[src/rtl/cla_seq_addsub.sv]
// Multi-cycle add/subtract unit that reuses a single 4-bit carry-lookahead
// adder one nibble per clock, least significant nibble first.

module cla_nibble (
  input  logic [3:0] a_i,
  input  logic [3:0] b_i,
  input  logic       c_i,
  output logic [3:0] s_o,
  output logic       c_o
);
  logic [3:0] g_s;
  logic [3:0] p_s;
  logic [4:0] c_s;

  assign g_s = a_i & b_i;
  assign p_s = a_i ^ b_i;

  // Carries computed in parallel from generate/propagate terms.
  always_comb begin
    c_s[0] = c_i;
    c_s[1] = g_s[0] | (p_s[0] & c_i);
    c_s[2] = g_s[1] | (p_s[1] & g_s[0]) | (p_s[1] & p_s[0] & c_i);
    c_s[3] = g_s[2] | (p_s[2] & g_s[1]) | (p_s[2] & p_s[1] & g_s[0])
           | (p_s[2] & p_s[1] & p_s[0] & c_i);
    c_s[4] = g_s[3] | (p_s[3] & g_s[2]) | (p_s[3] & p_s[2] & g_s[1])
           | (p_s[3] & p_s[2] & p_s[1] & g_s[0])
           | (p_s[3] & p_s[2] & p_s[1] & p_s[0] & c_i);
  end

  assign s_o = p_s ^ c_s[3:0];
  assign c_o = c_s[4];
endmodule

module cla_seq_addsub #(
  parameter int WIDTH = 16
) (
  input  logic             clk,
  input  logic             rst_n,
  input  logic             start,
  input  logic             op_sub,
  input  logic [WIDTH-1:0] a,
  input  logic [WIDTH-1:0] b,
  output logic             busy,
  output logic             done,
  output logic [WIDTH-1:0] result,
  output logic             carry_out,
  output logic             overflow,
  output logic             zero
);
  localparam int NIB  = WIDTH / 4;
  localparam int IDXW = (NIB > 1) ? $clog2(NIB) : 1;

  typedef enum logic [1:0] {
    S_IDLE = 2'd0,
    S_RUN  = 2'd1,
    S_DONE = 2'd2
  } state_e;

  state_e            state_q, state_d;
  logic [WIDTH-1:0]  a_q, a_d;
  logic [WIDTH-1:0]  b_q, b_d;
  logic              carry_q, carry_d;
  logic [IDXW-1:0]   idx_q, idx_d;
  logic [WIDTH-1:0]  sum_q, sum_d;
  logic [WIDTH-1:0]  result_q, result_d;
  logic              cout_q, cout_d;
  logic              ovf_q, ovf_d;
  logic              zero_q, zero_d;

  logic [IDXW+1:0]   bitpos_s;
  logic [3:0]        cla_s_s;
  logic              cla_c_s;

  assign bitpos_s = {idx_q, 2'b00};

  cla_nibble u_cla (
    .a_i (a_q[bitpos_s +: 4]),
    .b_i (b_q[bitpos_s +: 4]),
    .c_i (carry_q),
    .s_o (cla_s_s),
    .c_o (cla_c_s)
  );

  // Next-state and datapath update; result/flags only move on the last nibble.
  always_comb begin
    state_d  = state_q;
    a_d      = a_q;
    b_d      = b_q;
    carry_d  = carry_q;
    idx_d    = idx_q;
    sum_d    = sum_q;
    result_d = result_q;
    cout_d   = cout_q;
    ovf_d    = ovf_q;
    zero_d   = zero_q;
    case (state_q)
      S_IDLE, S_DONE: begin
        if (start) begin
          // Subtract is a + ~b + 1: invert B and seed the carry with 1.
          a_d     = a;
          b_d     = op_sub ? ~b : b;
          carry_d = op_sub;
          idx_d   = '0;
          sum_d   = '0;
          state_d = S_RUN;
        end else begin
          state_d = S_IDLE;
        end
      end
      S_RUN: begin
        sum_d[bitpos_s +: 4] = cla_s_s;
        carry_d = cla_c_s;
        idx_d   = idx_q + IDXW'(1);
        if (idx_q == IDXW'(NIB - 1)) begin
          state_d  = S_DONE;
          result_d = sum_d;
          cout_d   = cla_c_s;
          ovf_d    = (a_q[WIDTH-1] == b_q[WIDTH-1]) && (sum_d[WIDTH-1] != a_q[WIDTH-1]);
          zero_d   = (sum_d == '0);
        end else begin
          state_d = S_RUN;
        end
      end
      default: begin
        state_d = S_IDLE;
      end
    endcase
  end

  // State and datapath registers.
  always_ff @(posedge clk or negedge rst_n) begin
    if (!rst_n) begin
      state_q  <= S_IDLE;
      a_q      <= '0;
      b_q      <= '0;
      carry_q  <= 1'b0;
      idx_q    <= '0;
      sum_q    <= '0;
      result_q <= '0;
      cout_q   <= 1'b0;
      ovf_q    <= 1'b0;
      zero_q   <= 1'b0;
    end else begin
      state_q  <= state_d;
      a_q      <= a_d;
      b_q      <= b_d;
      carry_q  <= carry_d;
      idx_q    <= idx_d;
      sum_q    <= sum_d;
      result_q <= result_d;
      cout_q   <= cout_d;
      ovf_q    <= ovf_d;
      zero_q   <= zero_d;
    end
  end

  assign busy      = (state_q == S_RUN);
  assign done      = (state_q == S_DONE);
  assign result    = result_q;
  assign carry_out = cout_q;
  assign overflow  = ovf_q;
  assign zero      = zero_q;
endmodule
[config.mk]
export PLATFORM = sky130hd
export DESIGN_NAME = cla_seq_addsub
export DESIGN_NICKNAME = d
export VERILOG_FILES = /design/src/rtl/cla_seq_addsub.sv
export SDC_FILE = /design/constraint.sdc
export NUM_CORES = 1
export LEC_CHECK = 0
export ABC_AREA = 1
export BUFFER_PORTS_ARGS = -buffer_cell sky130_fd_sc_hd__buf_2
export CAP_MARGIN = 25
export CORE_ASPECT_RATIO = 0.7
export CORE_UTILIZATION = 30
export DETAILED_ROUTE_END_ITERATION = 8
export MAX_ROUTING_LAYER = met4
export PLACE_DENSITY_LB_ADDON = 0.1
export SYNTH_ARGS = -nofsm -noshare
export SYNTH_HDL_FRONTEND = slang
export SYNTH_HIERARCHICAL = 1
export SYNTH_SLANG_ARGS = --single-unit
[constraint.sdc]
create_clock -name clk -period 2.4 [get_ports clk]
set_input_delay 0.24 -clock clk [delete_from_list [all_inputs] [get_ports clk]]
set_output_delay 0.24 -clock clk [all_outputs]
set_load 0.005 [all_outputs]
==> flow_summary.html, run 1 <==
<table>
<tr><th>Metric</th><th>Value</th></tr>
<tr><th colspan="2">Cells and area</th></tr>
<tr><td>Antenna diode count</td><td>0</td></tr>
<tr><td>Layout Utilization</td><td>between 40% and 50%</td></tr>
<tr><td>Area of all sequential standard cells</td><td>roughly 1800 sq um</td></tr>
<tr><td>Share of post-route cells with drive strength above 1</td><td>a little under two fifths</td></tr>
<tr><td>Filler Cells Inserted</td><td>1224</td></tr>
<tr><td>NumNets Final</td><td>550</td></tr>
<tr><td>Most used cells in the layout excluding fill and tap cells</td><td>sky130_fd_sc_hd__nand2_1, sky130_fd_sc_hd__dfrtp_1, sky130_fd_sc_hd__buf_2</td></tr>
<tr><td>Post-route cell area</td><td>approximately 5000 sq um</td></tr>
<tr><td>Most frequent standard cell in the layout excluding fill and tap cells</td><td>sky130_fd_sc_hd__nand2_1</td></tr>
<tr><td>Area delta synth-&gt;final</td><td>33.8%</td></tr>
<tr><td>Area occupied by multi-input gates</td><td>1820 sq um</td></tr>
<tr><th colspan="2">Logic synthesis</th></tr>
<tr><td>Gate count after technology mapping</td><td>414</td></tr>
<tr><td>Distinct cell type count of the synthesized netlist</td><td>35</td></tr>
<tr><td>Proportion of synthesized chip area in sequential cells</td><td>49.1%</td></tr>
<tr><td>Xor-xnor portion of the synthesized cell area</td><td>4.06%</td></tr>
<tr><td>Post-synthesis adder-cell area fraction</td><td>under 10%</td></tr>
<tr><td>Number of enable flip-flop cells after synthesis</td><td>0</td></tr>
<tr><td>Post-Syn Area per Cell</td><td>~8.9 sq um</td></tr>
<tr><td>Post-synth net total</td><td>about 460</td></tr>
<tr><td>Primary FF master, synth</td><td>sky130_fd_sc_hd__dfrtp_1</td></tr>
<tr><td>Summed instance area of the synthesized netlist</td><td>~3700 sq um</td></tr>
<tr><td>Largest family of logic cells by synthesized area</td><td>simple AND/OR/NAND/NOR gates</td></tr>
<tr><td>Number of synthesized register bits</td><td>72</td></tr>
<tr><td>Compound-Gate Fraction of Synth Area</td><td>between 10% and 20%</td></tr>
<tr><td>Yosys warnings</td><td>6</td></tr>
<tr><td>Share of synthesized cell area in and, or, nand and nor gates</td><td>18.8%</td></tr>
<tr><td>Asr flop ratio synth</td><td>100%</td></tr>
<tr><td>Mux contribution to synthesized area</td><td>under 10%</td></tr>
<tr><th colspan="2">Setup path</th></tr>
<tr><td>Signal arrival time at the worst endpoint</td><td>about 2.7 ns</td></tr>
<tr><td>Slowest cell on the critical path</td><td>sky130_fd_sc_hd__dfrtp_2</td></tr>
<tr><td>Crit path launch type</td><td>flip-flop</td></tr>
<tr><td>CP max FO</td><td>5</td></tr>
<tr><td>Crit. End Element</td><td>flip-flop</td></tr>
<tr><td>Number of buffer and inverter instances along the worst setup path</td><td>2</td></tr>
<tr><td>Cell-by-cell trace of the critical path</td><td>buf_6 -&gt; o21ai_0 -&gt; o22ai_2 -&gt; ha_1 -&gt; nand3_2 -&gt; nand3_2 -&gt; nand2_1 -&gt; nand2_1 -&gt; buf_4 -&gt; nand3_1 -&gt; nand2_1 -&gt; nor2_1 -&gt; nand3_2 -&gt; nor2_2 -&gt; nand2_1 -&gt; nand2_1</td></tr>
<tr><td>Critical path type</td><td>flip-flop to flip-flop</td></tr>
<tr><td>Cell repeated most along the worst path</td><td>sky130_fd_sc_hd__nand2_1</td></tr>
<tr><td>Data required time of the critical path</td><td>roughly 2.7 ns</td></tr>
<tr><td>Cell family with most CP delay</td><td>simple AND/OR/NAND/NOR gates</td></tr>
<tr><td>Maximum single-stage delay on the critical path</td><td>approximately 0.46 ns</td></tr>
<tr><th colspan="2">Drt</th></tr>
<tr><td>Total vias in the final route</td><td>between 3000 and 4000</td></tr>
<tr><td>Vias/cell</td><td>around 4.6</td></tr>
<tr><td>Residual DRC count</td><td>0</td></tr>
<tr><td>Initial DRT Pass Iterations</td><td>4</td></tr>
<tr><td>Detail-routed net length per standard cell</td><td>~14 um</td></tr>
<tr><td>Wire length reported by the detailed router</td><td>9520 um</td></tr>
<tr><td>Starting DRT DRC Count</td><td>120</td></tr>
<tr><td>Remaining number of nets flagged by the antenna check after routing</td><td>0</td></tr>
<tr><th colspan="2">Power</th></tr>
<tr><td>Total Power</td><td>approximately 8.3 mW</td></tr>
<tr><td>Pwr per Cell Area</td><td>around 1700 nW/um^2</td></tr>
<tr><td>Proportion of power drawn by combinational gates</td><td>a little under three fifths</td></tr>
<tr><td>Sw Ratio</td><td>approximately two fifths</td></tr>
<tr><td>Power share of the sequential group</td><td>25.6%</td></tr>
<tr><td>Static power due to leakage</td><td>roughly 2.4 nW</td></tr>
<tr><td>Cell internal power dissipation</td><td>4.81 mW</td></tr>
<tr><td>Clock power frac</td><td>roughly 17%</td></tr>
<tr><td>Maximum vdd ir drop</td><td>0.000701 V</td></tr>
<tr><td>NetSw</td><td>3.46 mW</td></tr>
<tr><th colspan="2">Global routing</th></tr>
<tr><td>Pin count of the biggest net entering global routing</td><td>73</td></tr>
<tr><td>Number of global-route vias before repair</td><td>3054</td></tr>
<tr><td>Total overflow reported by the global router</td><td>0</td></tr>
<tr><td>Global-route wire length before repair</td><td>about 16000 um</td></tr>
<tr><td>GRT Total Usage</td><td>about 17%</td></tr>
<tr><td>Initial antenna violation count</td><td>0</td></tr>
<tr><th colspan="2">Clocking</th></tr>
<tr><td>Clock latency at the later pin of the worst-skew pair</td><td>between 0.3 and 0.4 ns</td></tr>
<tr><td>Register clock-pin slew on the reported worst setup and hold paths</td><td>~0.06 ns</td></tr>
<tr><td>Root Buffer</td><td>sky130_fd_sc_hd__clkbuf_16</td></tr>
<tr><td>TritonCTS clock tree</td><td>built</td></tr>
<tr><td>Number of buffers on the longest clock path</td><td>2</td></tr>
<tr><td>Clock sink count</td><td>72</td></tr>
<tr><td>Total clock buffers created by CTS</td><td>9</td></tr>
<tr><td>Depth of the CTS H-tree</td><td>3</td></tr>
<tr><th colspan="2">Floorplanning</th></tr>
<tr><td>Number of placement rows</td><td>33</td></tr>
<tr><td>Ports</td><td>between 50 and 60</td></tr>
<tr><td>Area of the die</td><td>12700 sq um</td></tr>
<tr><td>Initial Util</td><td>a little under a third</td></tr>
<tr><td>Area inside the core boundary</td><td>between 10000 and 15000 sq um</td></tr>
<tr><td>Width of the die</td><td>about 130 um</td></tr>
<tr><td>Die height</td><td>between 90 and 100 um</td></tr>
<tr><th colspan="2">Place</th></tr>
<tr><td>Area after DPL</td><td>4310 sq um</td></tr>
<tr><td>HPWL after detailed placement</td><td>between 6000 and 7000 um</td></tr>
<tr><td>Final estimated routing congestion in global placement</td><td>roughly 0.86</td></tr>
<tr><td>Worst-case setup slack after placement</td><td>-0.191 ns</td></tr>
<tr><td>Number of I/O port buffers</td><td>56</td></tr>
<tr><th colspan="2">STA</th></tr>
<tr><td>Final-layout worst hold slack</td><td>between 0.1 and 0.15 ns</td></tr>
<tr><td>Clock Skews</td><td>0.00611 ns</td></tr>
<tr><td>Count of final max-slew check failures</td><td>0</td></tr>
<tr><td>Slew at the pin with the worst max-slew slack</td><td>just under 0.5 ns</td></tr>
<tr><td>Final hold vios</td><td>0</td></tr>
<tr><td>Min Tclk post-route</td><td>about 2.4 ns</td></tr>
<tr><td>Worst slew margin relative to its limit</td><td>between 60% and 70%</td></tr>
<tr><td>Final critical-path share of the clock period</td><td>102%</td></tr>
<tr><td>Final setup vio count</td><td>3</td></tr>
<tr><td>Unrepaired setup endpoints after global routing</td><td>yes</td></tr>
<tr><td>Worst Slack Setup Final</td><td>-0.0416 ns</td></tr>
<tr><td>Maximum clock frequency</td><td>slightly above 0.4 GHz</td></tr>
<tr><th colspan="2">Outcome</th></tr>
<tr><td>Violated checks</td><td>setup timing</td></tr>
<tr><td>Outcome</td><td>complete, but fails checks</td></tr>
<tr><th colspan="2">Flow run</th></tr>
<tr><td>Max_cap viols</td><td>0</td></tr>
<tr><th colspan="2">Hold path</th></tr>
<tr><td>Hold/Removal Path Class</td><td>input pin to flip-flop</td></tr>
</table>
power groups by stage:
stage	logic (mW)	registers [mW]	clock network [mW]
floorplan	2.47	2.01	0
global placement	3.81	2.10	0
detailed placement	3.82	2.10	0
CTS	4.50	2.11	1.48
global route	5.27	2.19	1.53
finish	4.72	2.12	1.44
final timing paths:
kind / from / end / slack (ns) / depth (start not counted)
worst max-delay path: idx_q[0] / zero / -0.04 / 16
worst min-delay path: a[15] / a_q[15] / 0.14 / 2
worst max register to register: idx_q[0] / zero / -0.04 / 16
worst min register to register: overflow / overflow / 0.47 / 2
max in group asynchronous: rst_n / idx_q[0] / 1.61 / 3
min in group asynchronous: rst_n / a_q[14] / 0.47 / 3
synthesized netlist by cell type (3+ instances only):
cell type / number / share of area (%)
sky130_fd_sc_hd__a22o_1: 4 / 0.95
sky130_fd_sc_hd__buf_4: 3 / 0.61
sky130_fd_sc_hd__o21ai_1: 5 / 0.68
sky130_fd_sc_hd__nand2_1: 99 / 10
sky130_fd_sc_hd__nor2_2: 5 / 0.85
sky130_fd_sc_hd__a21oi_1: 3 / 0.41
sky130_fd_sc_hd__inv_1: 31 / 3.2
sky130_fd_sc_hd__o21ai_0: 55 / 7.5
sky130_fd_sc_hd__o22ai_1: 12 / 2.0
sky130_fd_sc_hd__nor2_1: 33 / 3.4
sky130_fd_sc_hd__dfrtp_1: 72 / 49
sky130_fd_sc_hd__xnor2_1: 17 / 4.1
sky130_fd_sc_hd__clkbuf_1: 5 / 0.51
sky130_fd_sc_hd__ha_1: 10 / 3.4
sky130_fd_sc_hd__mux2_2: 16 / 4.9
sky130_fd_sc_hd__buf_2: 6 / 0.82
sky130_fd_sc_hd__nand3_1: 14 / 1.9
worst reg2reg max path: stages, from the launching register on:
cell and delay [ns]:
sky130_fd_sc_hd__dfrtp_2 0.46, sky130_fd_sc_hd__buf_6 0.16, sky130_fd_sc_hd__o21ai_0 0.23, sky130_fd_sc_hd__o22ai_2 0.12
sky130_fd_sc_hd__ha_1 0.31, sky130_fd_sc_hd__nand3_2 0.09, sky130_fd_sc_hd__nand3_2 0.09, sky130_fd_sc_hd__nand2_1 0.08
sky130_fd_sc_hd__nand2_1 0.06, sky130_fd_sc_hd__buf_4 0.14, sky130_fd_sc_hd__nand3_1 0.10, sky130_fd_sc_hd__nand2_1 0.10
sky130_fd_sc_hd__nor2_1 0.15, sky130_fd_sc_hd__nand3_2 0.10, sky130_fd_sc_hd__nor2_2 0.11, sky130_fd_sc_hd__nand2_1 0.05
sky130_fd_sc_hd__nand2_1 0.05
metrics by stage:
step	TNS, ns	cells
final	-0.0848	665
after global routing	-2.07	665
after floorplan	0	414
after CTS	0	664
after global placement	-0.442	641
after detailed placement	-0.964	641
routing by layer:
metal  share of wire, %  vias to the layer above  wire length [um]  global-route usage [%]
met2                 40                       58              3800                    23.4
met1                 55                     1461              5250                    24.7
met3                3.9                        9               368                    4.40
met4                1.1                        0               108                    5.15
met5                  0                        -                 0                       -
li1                   -                     1538                 -                       -
layout make-up:
type	instances	area share (%)
Clock buffer	10	4.86
Clock inverter	6	1.68
Inverter	37	3.06
Multi-Input combinational cell	288	37.0
Sequential cell	72	36.7
Tap cell	157	4.00
Timing Repair Buffer	95	12.7
cell families (layout without fill, tap and decap cells):
logic type,Yosys count,after routing
adder cells (fa/ha/maj),11,11
AO/OA/AOI/OAI,82,82
buffers and inverters,54,148
multiplexers,16,16
XOR/XNOR,17,17
flip-flops,72,72
AND/OR/NAND/NOR,162,162
registers in the layout, indices dropped and copies added (netlist names):
| signal | cells |
|---|---|
| a_q | 16 |
| b_q | 16 |
| carry_out | 1 |
| carry_q | 1 |
| idx_q | 2 |
| overflow | 1 |
| result | 16 |
| state_q | 2 |
| sum_q | 16 |
| zero | 1 |
what timing repair did:
action | 4_1_cts | 5_1_grt
hold buffers | 1 | 0
gates cloned | 1 | 1
setup buffers | 5 | 0
setup endpoints to repair | 19 | 30
pin swaps | 37 | 10
resized for setup | 43 | 30
endpoints found under the hold margin | 72 | 0
Note: power is estimated with default switching activity, not from simulation.
==> run 2, diff against run 1 <==
--- a/config.mk
+++ b/config.mk
@@ -8,11 +8,14 @@
 export ABC_AREA = 1
 export BUFFER_PORTS_ARGS = -buffer_cell sky130_fd_sc_hd__buf_2
 export CAP_MARGIN = 25
+export CELL_PAD_IN_SITES_DETAIL_PLACEMENT = 0
+export CELL_PAD_IN_SITES_GLOBAL_PLACEMENT = 1
 export CORE_ASPECT_RATIO = 0.7
 export CORE_UTILIZATION = 30
 export DETAILED_ROUTE_END_ITERATION = 8
 export MAX_ROUTING_LAYER = met4
 export PLACE_DENSITY_LB_ADDON = 0.1
+export SKIP_LAST_GASP = 1
 export SYNTH_ARGS = -nofsm -noshare
 export SYNTH_HDL_FRONTEND = slang
 export SYNTH_HIERARCHICAL = 1
==> flow_summary.html, run 2 (synthesized netlist as in run 1, its figures left out) <==
<table>
<tr><th>Metric</th><th>Value</th></tr>
<tr><th colspan="2">Place</th></tr>
<tr><td>Post-placement cell count</td><td>642</td></tr>
<tr><td>Number of I/O port buffers</td><td>56</td></tr>
<tr><td>Worst-case setup slack after placement</td><td>-0.264 ns</td></tr>
<tr><td>HPWL after detailed placement</td><td>approximately 6900 um</td></tr>
<tr><td>Final estimated routing congestion in global placement</td><td>between 0.8 and 0.9</td></tr>
<tr><th colspan="2">Setup path</th></tr>
<tr><td>Data required time of the critical path</td><td>approximately 2.7 ns</td></tr>
<tr><td>Critical path type</td><td>flip-flop to flip-flop</td></tr>
<tr><td>Capture instance of the worst register-to-register path</td><td>zero</td></tr>
<tr><td>Worst flop-to-flop path startpoint</td><td>idx_q[0]</td></tr>
<tr><td>Cell repeated most along the worst path</td><td>sky130_fd_sc_hd__nand2_1</td></tr>
<tr><td>Maximum single-stage delay on the critical path</td><td>roughly 0.54 ns</td></tr>
<tr><td>Cell-by-cell trace of the critical path</td><td>buf_8 -&gt; o21ai_0 -&gt; o22ai_1 -&gt; inv_1 -&gt; fa_2 -&gt; inv_1 -&gt; nand2_1 -&gt; nor2_1 -&gt; nand2_1 -&gt; nand2_1 -&gt; nor2_1 -&gt; nand3_2 -&gt; nor2_2 -&gt; nand2_1 -&gt; nand2_1</td></tr>
<tr><td>Crit. End Element</td><td>flip-flop</td></tr>
<tr><td>Worst R2R Path Depth</td><td>15</td></tr>
<tr><td>Crit path launch type</td><td>flip-flop</td></tr>
<tr><td>CP max FO</td><td>17</td></tr>
<tr><td>Number of buffer and inverter instances along the worst setup path</td><td>3</td></tr>
<tr><td>Slowest cell on the critical path</td><td>sky130_fd_sc_hd__fa_2</td></tr>
<tr><td>Cell family with most CP delay</td><td>simple AND/OR/NAND/NOR gates</td></tr>
<tr><td>Flop-to-flop setup slack</td><td>-0.11 ns</td></tr>
<tr><td>Signal arrival time at the worst endpoint</td><td>2.78 ns</td></tr>
<tr><th colspan="2">Clocking</th></tr>
<tr><td>Number of buffers on the longest clock path</td><td>2</td></tr>
<tr><td>Register clock-pin slew on the reported worst setup and hold paths</td><td>approximately 0.060 ns</td></tr>
<tr><td>Clock sink count</td><td>slightly above 70</td></tr>
<tr><td>Clock latency at the later pin of the worst-skew pair</td><td>0.34 ns</td></tr>
<tr><td>Total clock buffers created by CTS</td><td>9</td></tr>
<tr><td>Root Buffer</td><td>sky130_fd_sc_hd__clkbuf_16</td></tr>
<tr><td>Depth of the CTS H-tree</td><td>3</td></tr>
<tr><td>TritonCTS clock tree</td><td>built</td></tr>
<tr><th colspan="2">Power</th></tr>
<tr><td>Static power due to leakage</td><td>roughly 2.3 nW</td></tr>
<tr><td>Maximum vdd ir drop</td><td>between 0.0006 and 0.0007 V</td></tr>
<tr><td>Pwr per Cell Area</td><td>1680 nW/um^2</td></tr>
<tr><td>Total Power</td><td>~8.2 mW</td></tr>
<tr><th colspan="2">Global routing</th></tr>
<tr><td>Total overflow reported by the global router</td><td>0</td></tr>
<tr><td>Initial antenna violation count</td><td>0</td></tr>
<tr><td>Number of global-route vias before repair</td><td>between 3000 and 4000</td></tr>
<tr><td>GRT Total Usage</td><td>between 10% and 20%</td></tr>
<tr><td>Global-route wire length before repair</td><td>about 16000 um</td></tr>
<tr><td>Pin count of the biggest net entering global routing</td><td>between 70 and 80</td></tr>
<tr><th colspan="2">STA</th></tr>
<tr><td>Clock Skews</td><td>approximately 0.0065 ns</td></tr>
<tr><td>Final setup vio count</td><td>4</td></tr>
<tr><td>Final critical-path share of the clock period</td><td>105%</td></tr>
<tr><td>Maximum clock frequency</td><td>approximately 0.40 GHz</td></tr>
<tr><td>Worst Slack Setup Final</td><td>-0.110 ns</td></tr>
<tr><td>Count of final max-slew check failures</td><td>0</td></tr>
<tr><td>Final hold vios</td><td>0</td></tr>
<tr><td>Unrepaired setup endpoints after global routing</td><td>yes</td></tr>
<tr><td>Worst slew margin relative to its limit</td><td>68.4%</td></tr>
<tr><td>Slew at the pin with the worst max-slew slack</td><td>roughly 0.47 ns</td></tr>
<tr><td>Setup TNS</td><td>-0.205 ns</td></tr>
<tr><td>Min Tclk post-route</td><td>~2.5 ns</td></tr>
<tr><th colspan="2">Drt</th></tr>
<tr><td>Total vias in the final route</td><td>about 3000</td></tr>
<tr><td>Vias/cell</td><td>between 4 and 5</td></tr>
<tr><td>Remaining number of nets flagged by the antenna check after routing</td><td>0</td></tr>
<tr><td>Initial DRT Pass Iterations</td><td>4</td></tr>
<tr><td>Wire length reported by the detailed router</td><td>around 9700 um</td></tr>
<tr><td>Residual DRC count</td><td>0</td></tr>
<tr><td>Detail-routed net length per standard cell</td><td>about 15 um</td></tr>
<tr><td>Starting DRT DRC Count</td><td>~140</td></tr>
<tr><th colspan="2">Floorplanning</th></tr>
<tr><td>Die height</td><td>94.6 um</td></tr>
<tr><td>Width of the die</td><td>~130 um</td></tr>
<tr><td>Initial Util</td><td>31.1%</td></tr>
<tr><td>Ports</td><td>57</td></tr>
<tr><td>Number of placement rows</td><td>33</td></tr>
<tr><td>Area inside the core boundary</td><td>between 10000 and 15000 sq um</td></tr>
<tr><td>Area of the die</td><td>roughly 13000 sq um</td></tr>
<tr><th colspan="2">Cells and area</th></tr>
<tr><td>Filler Cells Inserted</td><td>~1200</td></tr>
<tr><td>Antenna diode count</td><td>0</td></tr>
<tr><td>Most frequent standard cell in the layout excluding fill and tap cells</td><td>sky130_fd_sc_hd__nand2_1</td></tr>
<tr><td>Count of non-filler cells in the finished layout</td><td>about 660</td></tr>
<tr><td>Most used cells in the layout excluding fill and tap cells</td><td>sky130_fd_sc_hd__nand2_1, sky130_fd_sc_hd__dfrtp_1, sky130_fd_sc_hd__buf_2</td></tr>
<tr><td>NumNets Final</td><td>roughly 550</td></tr>
<tr><td>Area delta synth-&gt;final</td><td>31.9%</td></tr>
<tr><td>Share of post-route cells with drive strength above 1</td><td>34.4%</td></tr>
<tr><th colspan="2">Flow run</th></tr>
<tr><td>Max_cap viols</td><td>0</td></tr>
<tr><th colspan="2">Hold path</th></tr>
<tr><td>Hold endpoint</td><td>a_q[15]</td></tr>
<tr><td>Hold wc startpoint</td><td>a[15]</td></tr>
<tr><td>Hold/Removal Path Class</td><td>input pin to flip-flop</td></tr>
<tr><td>Hold path cells</td><td>2</td></tr>
<tr><th colspan="2">Outcome</th></tr>
<tr><td>Violated checks</td><td>setup timing</td></tr>
<tr><td>Outcome</td><td>complete, but fails checks</td></tr>
</table>
run 2: cell types whose count changed in the layout (fill, tap and decap cells not counted), moves of 2 or more:
cell / delta
sky130_fd_sc_hd__nand2_1: +2
sky130_fd_sc_hd__nand3_2: -5
sky130_fd_sc_hd__o21ai_2: -6
sky130_fd_sc_hd__nand3_1: +5
sky130_fd_sc_hd__o21ai_1: +6
sky130_fd_sc_hd__inv_2: +2
sky130_fd_sc_hd__o22ai_4: +2
sky130_fd_sc_hd__o22ai_2: -3
sky130_fd_sc_hd__nand2_2: -2
sky130_fd_sc_hd__buf_4: -2
sky130_fd_sc_hd__clkinvlp_4: +2
sky130_fd_sc_hd__bufinv_16: -2
run 2: timing repair:
action                                  4_1_cts  5_1_grt
gates resized for setup                      19       47
hold endpoints to repair                     72        0
hold buffers                                  1        0
pin swaps                                    14        6
setup buffers                                 3        1
endpoints found under the setup margin       21       32
run 2: worst register-to-register path, stage by stage, from the launching register on:
cell,delay (ns)
sky130_fd_sc_hd__dfrtp_1,0.41
sky130_fd_sc_hd__buf_8,0.19
sky130_fd_sc_hd__o21ai_0,0.10
sky130_fd_sc_hd__o22ai_1,0.22
sky130_fd_sc_hd__inv_1,0.11
sky130_fd_sc_hd__fa_2,0.54
sky130_fd_sc_hd__inv_1,0.05
sky130_fd_sc_hd__nand2_1,0.11
sky130_fd_sc_hd__nor2_1,0.07
sky130_fd_sc_hd__nand2_1,0.10
sky130_fd_sc_hd__nand2_1,0.09
sky130_fd_sc_hd__nor2_1,0.13
sky130_fd_sc_hd__nand3_2,0.12
sky130_fd_sc_hd__nor2_2,0.09
sky130_fd_sc_hd__nand2_1,0.05
sky130_fd_sc_hd__nand2_1,0.06
run 2: power by group:
part,switching [mW],internal (mW)
Sequential,0.379,1.75
Clock,0.512,0.723
Combinational,2.59,2.20
Total,3.48,4.68
run 2: layout make-up:
| cell class | count | area, sq um | share of cell area (%) |
|---|---|---|---|
| Clock buffer | 11 | 243 | 5.01 |
| Clock inverter | 5 | 32.5 | 0.672 |
| Inverter | 37 | 148 | 3.05 |
| Multi-Input combinational cell | 288 | 1810 | 37.3 |
| Sequential cell | 72 | 1800 | 37.2 |
| Tap cell | 157 | 196 | 4.06 |
| Timing Repair Buffer | 93 | 617 | 12.7 |
run 2: per-stage QoR:
| step | hold slack [ns] | cell area [sq um] | util [%] |
|---|---|---|---|
| 3_5_place_dp | 0.308 | 4320 | 36.6 |
| 5_1_grt | 0.128 | 4840 | 41.0 |
| 2_1_floorplan | -0.0556 | 3680 | - |
| 4_1_cts | 0.124 | 4700 | 39.8 |
| 6_report | 0.132 | 4840 | 41.0 |
| 3_3_place_gp | 0.309 | 4320 | 36.6 |
run 2: worst max path at each step:
stage                         from  endpoint  slack (ns)  depth (start not counted)
after floorplan           idx_q[0]      zero       0.008                         17
after global placement    idx_q[0]      zero       -0.25                         17
after detailed placement  idx_q[0]      zero       -0.26                         17
after CTS                 idx_q[0]      zero       -0.05                         16
after global routing      idx_q[0]      zero       -0.33                         15
final                     idx_q[0]      zero       -0.11                         15
run 2: per-layer routing:
| metal | vias to the layer above | part of all wire, % | track usage, % |
|---|---|---|---|
| met3 | 2 | 4.7 | 3.65 |
| met2 | 63 | 39 | 22.9 |
| met1 | 1456 | 56 | 25.6 |
| met5 | - | 0 | - |
| met4 | 0 | 0.072 | 5.06 |
| li1 | 1524 | - | - |
==> run 3, diff against run 2 <==
--- a/config.mk
+++ b/config.mk
@@ -11,8 +11,10 @@
 export CELL_PAD_IN_SITES_DETAIL_PLACEMENT = 0
 export CELL_PAD_IN_SITES_GLOBAL_PLACEMENT = 1
 export CORE_ASPECT_RATIO = 0.7
+export CORE_MARGIN = 8
 export CORE_UTILIZATION = 30
 export DETAILED_ROUTE_END_ITERATION = 8
+export GPL_ROUTABILITY_DRIVEN = 0
 export MAX_ROUTING_LAYER = met4
 export PLACE_DENSITY_LB_ADDON = 0.1
 export SKIP_LAST_GASP = 1
==> flow_summary.html, run 3 (synthesized netlist as in run 1, its figures left out) <==
<table>
<tr><th>Metric</th><th>Value</th></tr>
<tr><th colspan="2">Clocking</th></tr>
<tr><td>Clock latency at the later pin of the worst-skew pair</td><td>roughly 0.33 ns</td></tr>
<tr><td>TritonCTS clock tree</td><td>built</td></tr>
<tr><td>Clock sink count</td><td>just over 70</td></tr>
<tr><td>Register clock-pin slew on the reported worst setup and hold paths</td><td>0.06 ns</td></tr>
<tr><td>Root Buffer</td><td>sky130_fd_sc_hd__clkbuf_16</td></tr>
<tr><td>Depth of the CTS H-tree</td><td>3</td></tr>
<tr><td>Number of buffers on the longest clock path</td><td>2</td></tr>
<tr><td>Total clock buffers created by CTS</td><td>9</td></tr>
<tr><th colspan="2">Setup path</th></tr>
<tr><td>CP max FO</td><td>5</td></tr>
<tr><td>Slowest cell on the critical path</td><td>sky130_fd_sc_hd__dfrtp_2</td></tr>
<tr><td>Cell repeated most along the worst path</td><td>sky130_fd_sc_hd__nand2_1</td></tr>
<tr><td>Crit path launch type</td><td>flip-flop</td></tr>
<tr><td>Cell family with most CP delay</td><td>simple AND/OR/NAND/NOR gates</td></tr>
<tr><td>Signal arrival time at the worst endpoint</td><td>2.63 ns</td></tr>
<tr><td>Maximum single-stage delay on the critical path</td><td>roughly 0.45 ns</td></tr>
<tr><td>Worst flop-to-flop path startpoint</td><td>idx_q[0]</td></tr>
<tr><td>Capture instance of the worst register-to-register path</td><td>zero</td></tr>
<tr><td>Critical path type</td><td>flip-flop to flip-flop</td></tr>
<tr><td>Data required time of the critical path</td><td>around 2.6 ns</td></tr>
<tr><td>Crit. End Element</td><td>flip-flop</td></tr>
<tr><td>Worst R2R Path Depth</td><td>18</td></tr>
<tr><td>Flop-to-flop setup slack</td><td>-0.0006 ns</td></tr>
<tr><td>Number of buffer and inverter instances along the worst setup path</td><td>3</td></tr>
<tr><td>Cell-by-cell trace of the critical path</td><td>buf_6 -&gt; buf_6 -&gt; o21ai_4 -&gt; o22ai_2 -&gt; ha_1 -&gt; nand3_2 -&gt; nand3_2 -&gt; nand2_2 -&gt; nand2_2 -&gt; inv_1 -&gt; nor2_4 -&gt; nand3_1 -&gt; o21ai_1 -&gt; nor2_1 -&gt; nand2_1 -&gt; nor2_2 -&gt; nand2_1 -&gt; nand2_1</td></tr>
<tr><th colspan="2">Drt</th></tr>
<tr><td>Residual DRC count</td><td>0</td></tr>
<tr><td>Wire length reported by the detailed router</td><td>10100 um</td></tr>
<tr><td>Detail-routed net length per standard cell</td><td>between 15 and 20 um</td></tr>
<tr><td>Initial DRT Pass Iterations</td><td>4</td></tr>
<tr><td>Remaining number of nets flagged by the antenna check after routing</td><td>0</td></tr>
<tr><td>Vias/cell</td><td>between 4 and 5</td></tr>
<tr><td>Starting DRT DRC Count</td><td>between 100 and 150</td></tr>
<tr><td>Total vias in the final route</td><td>around 3000</td></tr>
<tr><th colspan="2">Global routing</th></tr>
<tr><td>GRT Total Usage</td><td>13.6%</td></tr>
<tr><td>Total overflow reported by the global router</td><td>0</td></tr>
<tr><td>Number of global-route vias before repair</td><td>approximately 3100</td></tr>
<tr><td>Global-route wire length before repair</td><td>between 15000 and 20000 um</td></tr>
<tr><td>Initial antenna violation count</td><td>0</td></tr>
<tr><td>Pin count of the biggest net entering global routing</td><td>40</td></tr>
<tr><th colspan="2">Place</th></tr>
<tr><td>Number of I/O port buffers</td><td>56</td></tr>
<tr><td>HPWL after detailed placement</td><td>7410 um</td></tr>
<tr><td>Area after DPL</td><td>4300 sq um</td></tr>
<tr><td>Post-placement cell count</td><td>643</td></tr>
<tr><th colspan="2">Hold path</th></tr>
<tr><td>Hold endpoint</td><td>a_q[3]</td></tr>
<tr><td>Hold wc startpoint</td><td>a[3]</td></tr>
<tr><td>Hold/Removal Path Class</td><td>input pin to flip-flop</td></tr>
<tr><td>Hold path cells</td><td>2</td></tr>
<tr><th colspan="2">STA</th></tr>
<tr><td>Min Tclk post-route</td><td>around 2.4 ns</td></tr>
<tr><td>Setup TNS</td><td>-0.000561 ns</td></tr>
<tr><td>Worst slew margin relative to its limit</td><td>a little over two fifths</td></tr>
<tr><td>Worst Slack Setup Final</td><td>-0.000561 ns</td></tr>
<tr><td>Final hold vios</td><td>0</td></tr>
<tr><td>Maximum clock frequency</td><td>roughly 0.42 GHz</td></tr>
<tr><td>Final setup vio count</td><td>1</td></tr>
<tr><td>Unrepaired setup endpoints after global routing</td><td>yes</td></tr>
<tr><td>Final critical-path share of the clock period</td><td>100%</td></tr>
<tr><td>Slew at the pin with the worst max-slew slack</td><td>~0.86 ns</td></tr>
<tr><td>Count of final max-slew check failures</td><td>0</td></tr>
<tr><td>Clock Skews</td><td>roughly 0.0076 ns</td></tr>
<tr><th colspan="2">Floorplanning</th></tr>
<tr><td>Area inside the core boundary</td><td>11800 sq um</td></tr>
<tr><td>Area of the die</td><td>around 16000 sq um</td></tr>
<tr><td>Number of placement rows</td><td>33</td></tr>
<tr><td>Die height</td><td>approximately 110 um</td></tr>
<tr><td>Initial Util</td><td>slightly above 30%</td></tr>
<tr><td>Ports</td><td>57</td></tr>
<tr><td>Width of the die</td><td>roughly 150 um</td></tr>
<tr><th colspan="2">Power</th></tr>
<tr><td>Proportion of power drawn by combinational gates</td><td>58.0%</td></tr>
<tr><td>Cell internal power dissipation</td><td>~4.7 mW</td></tr>
<tr><td>Power share of the sequential group</td><td>a little over a quarter</td></tr>
<tr><td>NetSw</td><td>about 3.5 mW</td></tr>
<tr><td>Total Power</td><td>8.25 mW</td></tr>
<tr><td>Sw Ratio</td><td>between 40% and 50%</td></tr>
<tr><td>Clock power frac</td><td>about 16%</td></tr>
<tr><td>Maximum vdd ir drop</td><td>0.000567 V</td></tr>
<tr><td>Pwr per Cell Area</td><td>1690 nW/um^2</td></tr>
<tr><td>Static power due to leakage</td><td>about 2.3 nW</td></tr>
<tr><th colspan="2">Cells and area</th></tr>
<tr><td>Area delta synth-&gt;final</td><td>32.8%</td></tr>
<tr><td>Count of non-filler cells in the finished layout</td><td>661</td></tr>
<tr><td>Area of all sequential standard cells</td><td>1800 sq um</td></tr>
<tr><td>Antenna diode count</td><td>0</td></tr>
<tr><td>NumNets Final</td><td>roughly 550</td></tr>
<tr><td>Most frequent standard cell in the layout excluding fill and tap cells</td><td>sky130_fd_sc_hd__nand2_1</td></tr>
<tr><td>Area occupied by multi-input gates</td><td>~1800 sq um</td></tr>
<tr><td>Layout Utilization</td><td>about two fifths</td></tr>
<tr><td>Filler Cells Inserted</td><td>1219</td></tr>
<tr><td>Post-route cell area</td><td>4870 sq um</td></tr>
<tr><td>Share of post-route cells with drive strength above 1</td><td>between 30% and 40%</td></tr>
<tr><td>Most used cells in the layout excluding fill and tap cells</td><td>sky130_fd_sc_hd__nand2_1, sky130_fd_sc_hd__dfrtp_1, sky130_fd_sc_hd__buf_2</td></tr>
<tr><th colspan="2">Outcome</th></tr>
<tr><td>Outcome</td><td>complete, but fails checks</td></tr>
<tr><td>Violated checks</td><td>setup timing</td></tr>
<tr><th colspan="2">Flow run</th></tr>
<tr><td>Max_cap viols</td><td>0</td></tr>
</table>
run 3: worst max-delay path by stage:
| stage | start | end | slack, ns | cells after the start |
|---|---|---|---|---|
| finish | idx_q[0] | zero | -0.0006 | 18 |
| global route | idx_q[0] | zero | -0.14 | 19 |
| CTS | idx_q[0] | zero | -0.0006 | 16 |
| detailed placement | idx_q[0] | zero | -0.19 | 16 |
| global placement | idx_q[0] | zero | -0.23 | 16 |
| floorplan | idx_q[0] | zero | 0.008 | 17 |
run 3: final cells by class:
| cell class | count | area share (%) |
|---|---|---|
| Timing Repair Buffer | 92 | 12.1 |
| Sequential cell | 72 | 37.0 |
| Inverter | 37 | 3.18 |
| Clock inverter | 3 | 0.873 |
| Multi-Input combinational cell | 288 | 37.7 |
| Clock buffer | 12 | 5.06 |
| Tap cell | 157 | 4.03 |
run 3: per-layer routing:
metal / global-route usage, % / share of wire, % / up-vias
li1: - / - / 1525
met4: 3.26 / 0.84 / 0
met1: 20.2 / 56 / 1439
met5: - / 0 / -
met2: 17.9 / 40 / 53
met3: 3.09 / 3.5 / 8
run 3: metrics by stage:
step / worst slack, ns / hold slack [ns]
6_report: -0.000561 / 0.140
2_1_floorplan: 0.00841 / -0.0556
3_3_place_gp: -0.234 / 0.293
5_1_grt: -0.142 / 0.135
4_1_cts: -0.000553 / 0.132
3_5_place_dp: -0.194 / 0.291
run 3: repair_timing:
action / CTS / global route
buffers inserted: 3 / 0
pin swaps: 26 / 31
gates resized for setup: 39 / 45
gates cloned: 1 / 0
hold buffers: 1 / 0
endpoints found under the setup margin: 12 / 31
hold endpoints to repair: 25 / 0
run 3: power by group through the flow:
stage	clock network (mW)	registers (mW)	logic, mW
after floorplan	0	2.01	2.47
after global placement	0	2.12	3.92
after detailed placement	0	2.11	3.90
after CTS	1.35	2.12	4.38
after global routing	1.40	2.21	5.35
final	1.32	2.15	4.79
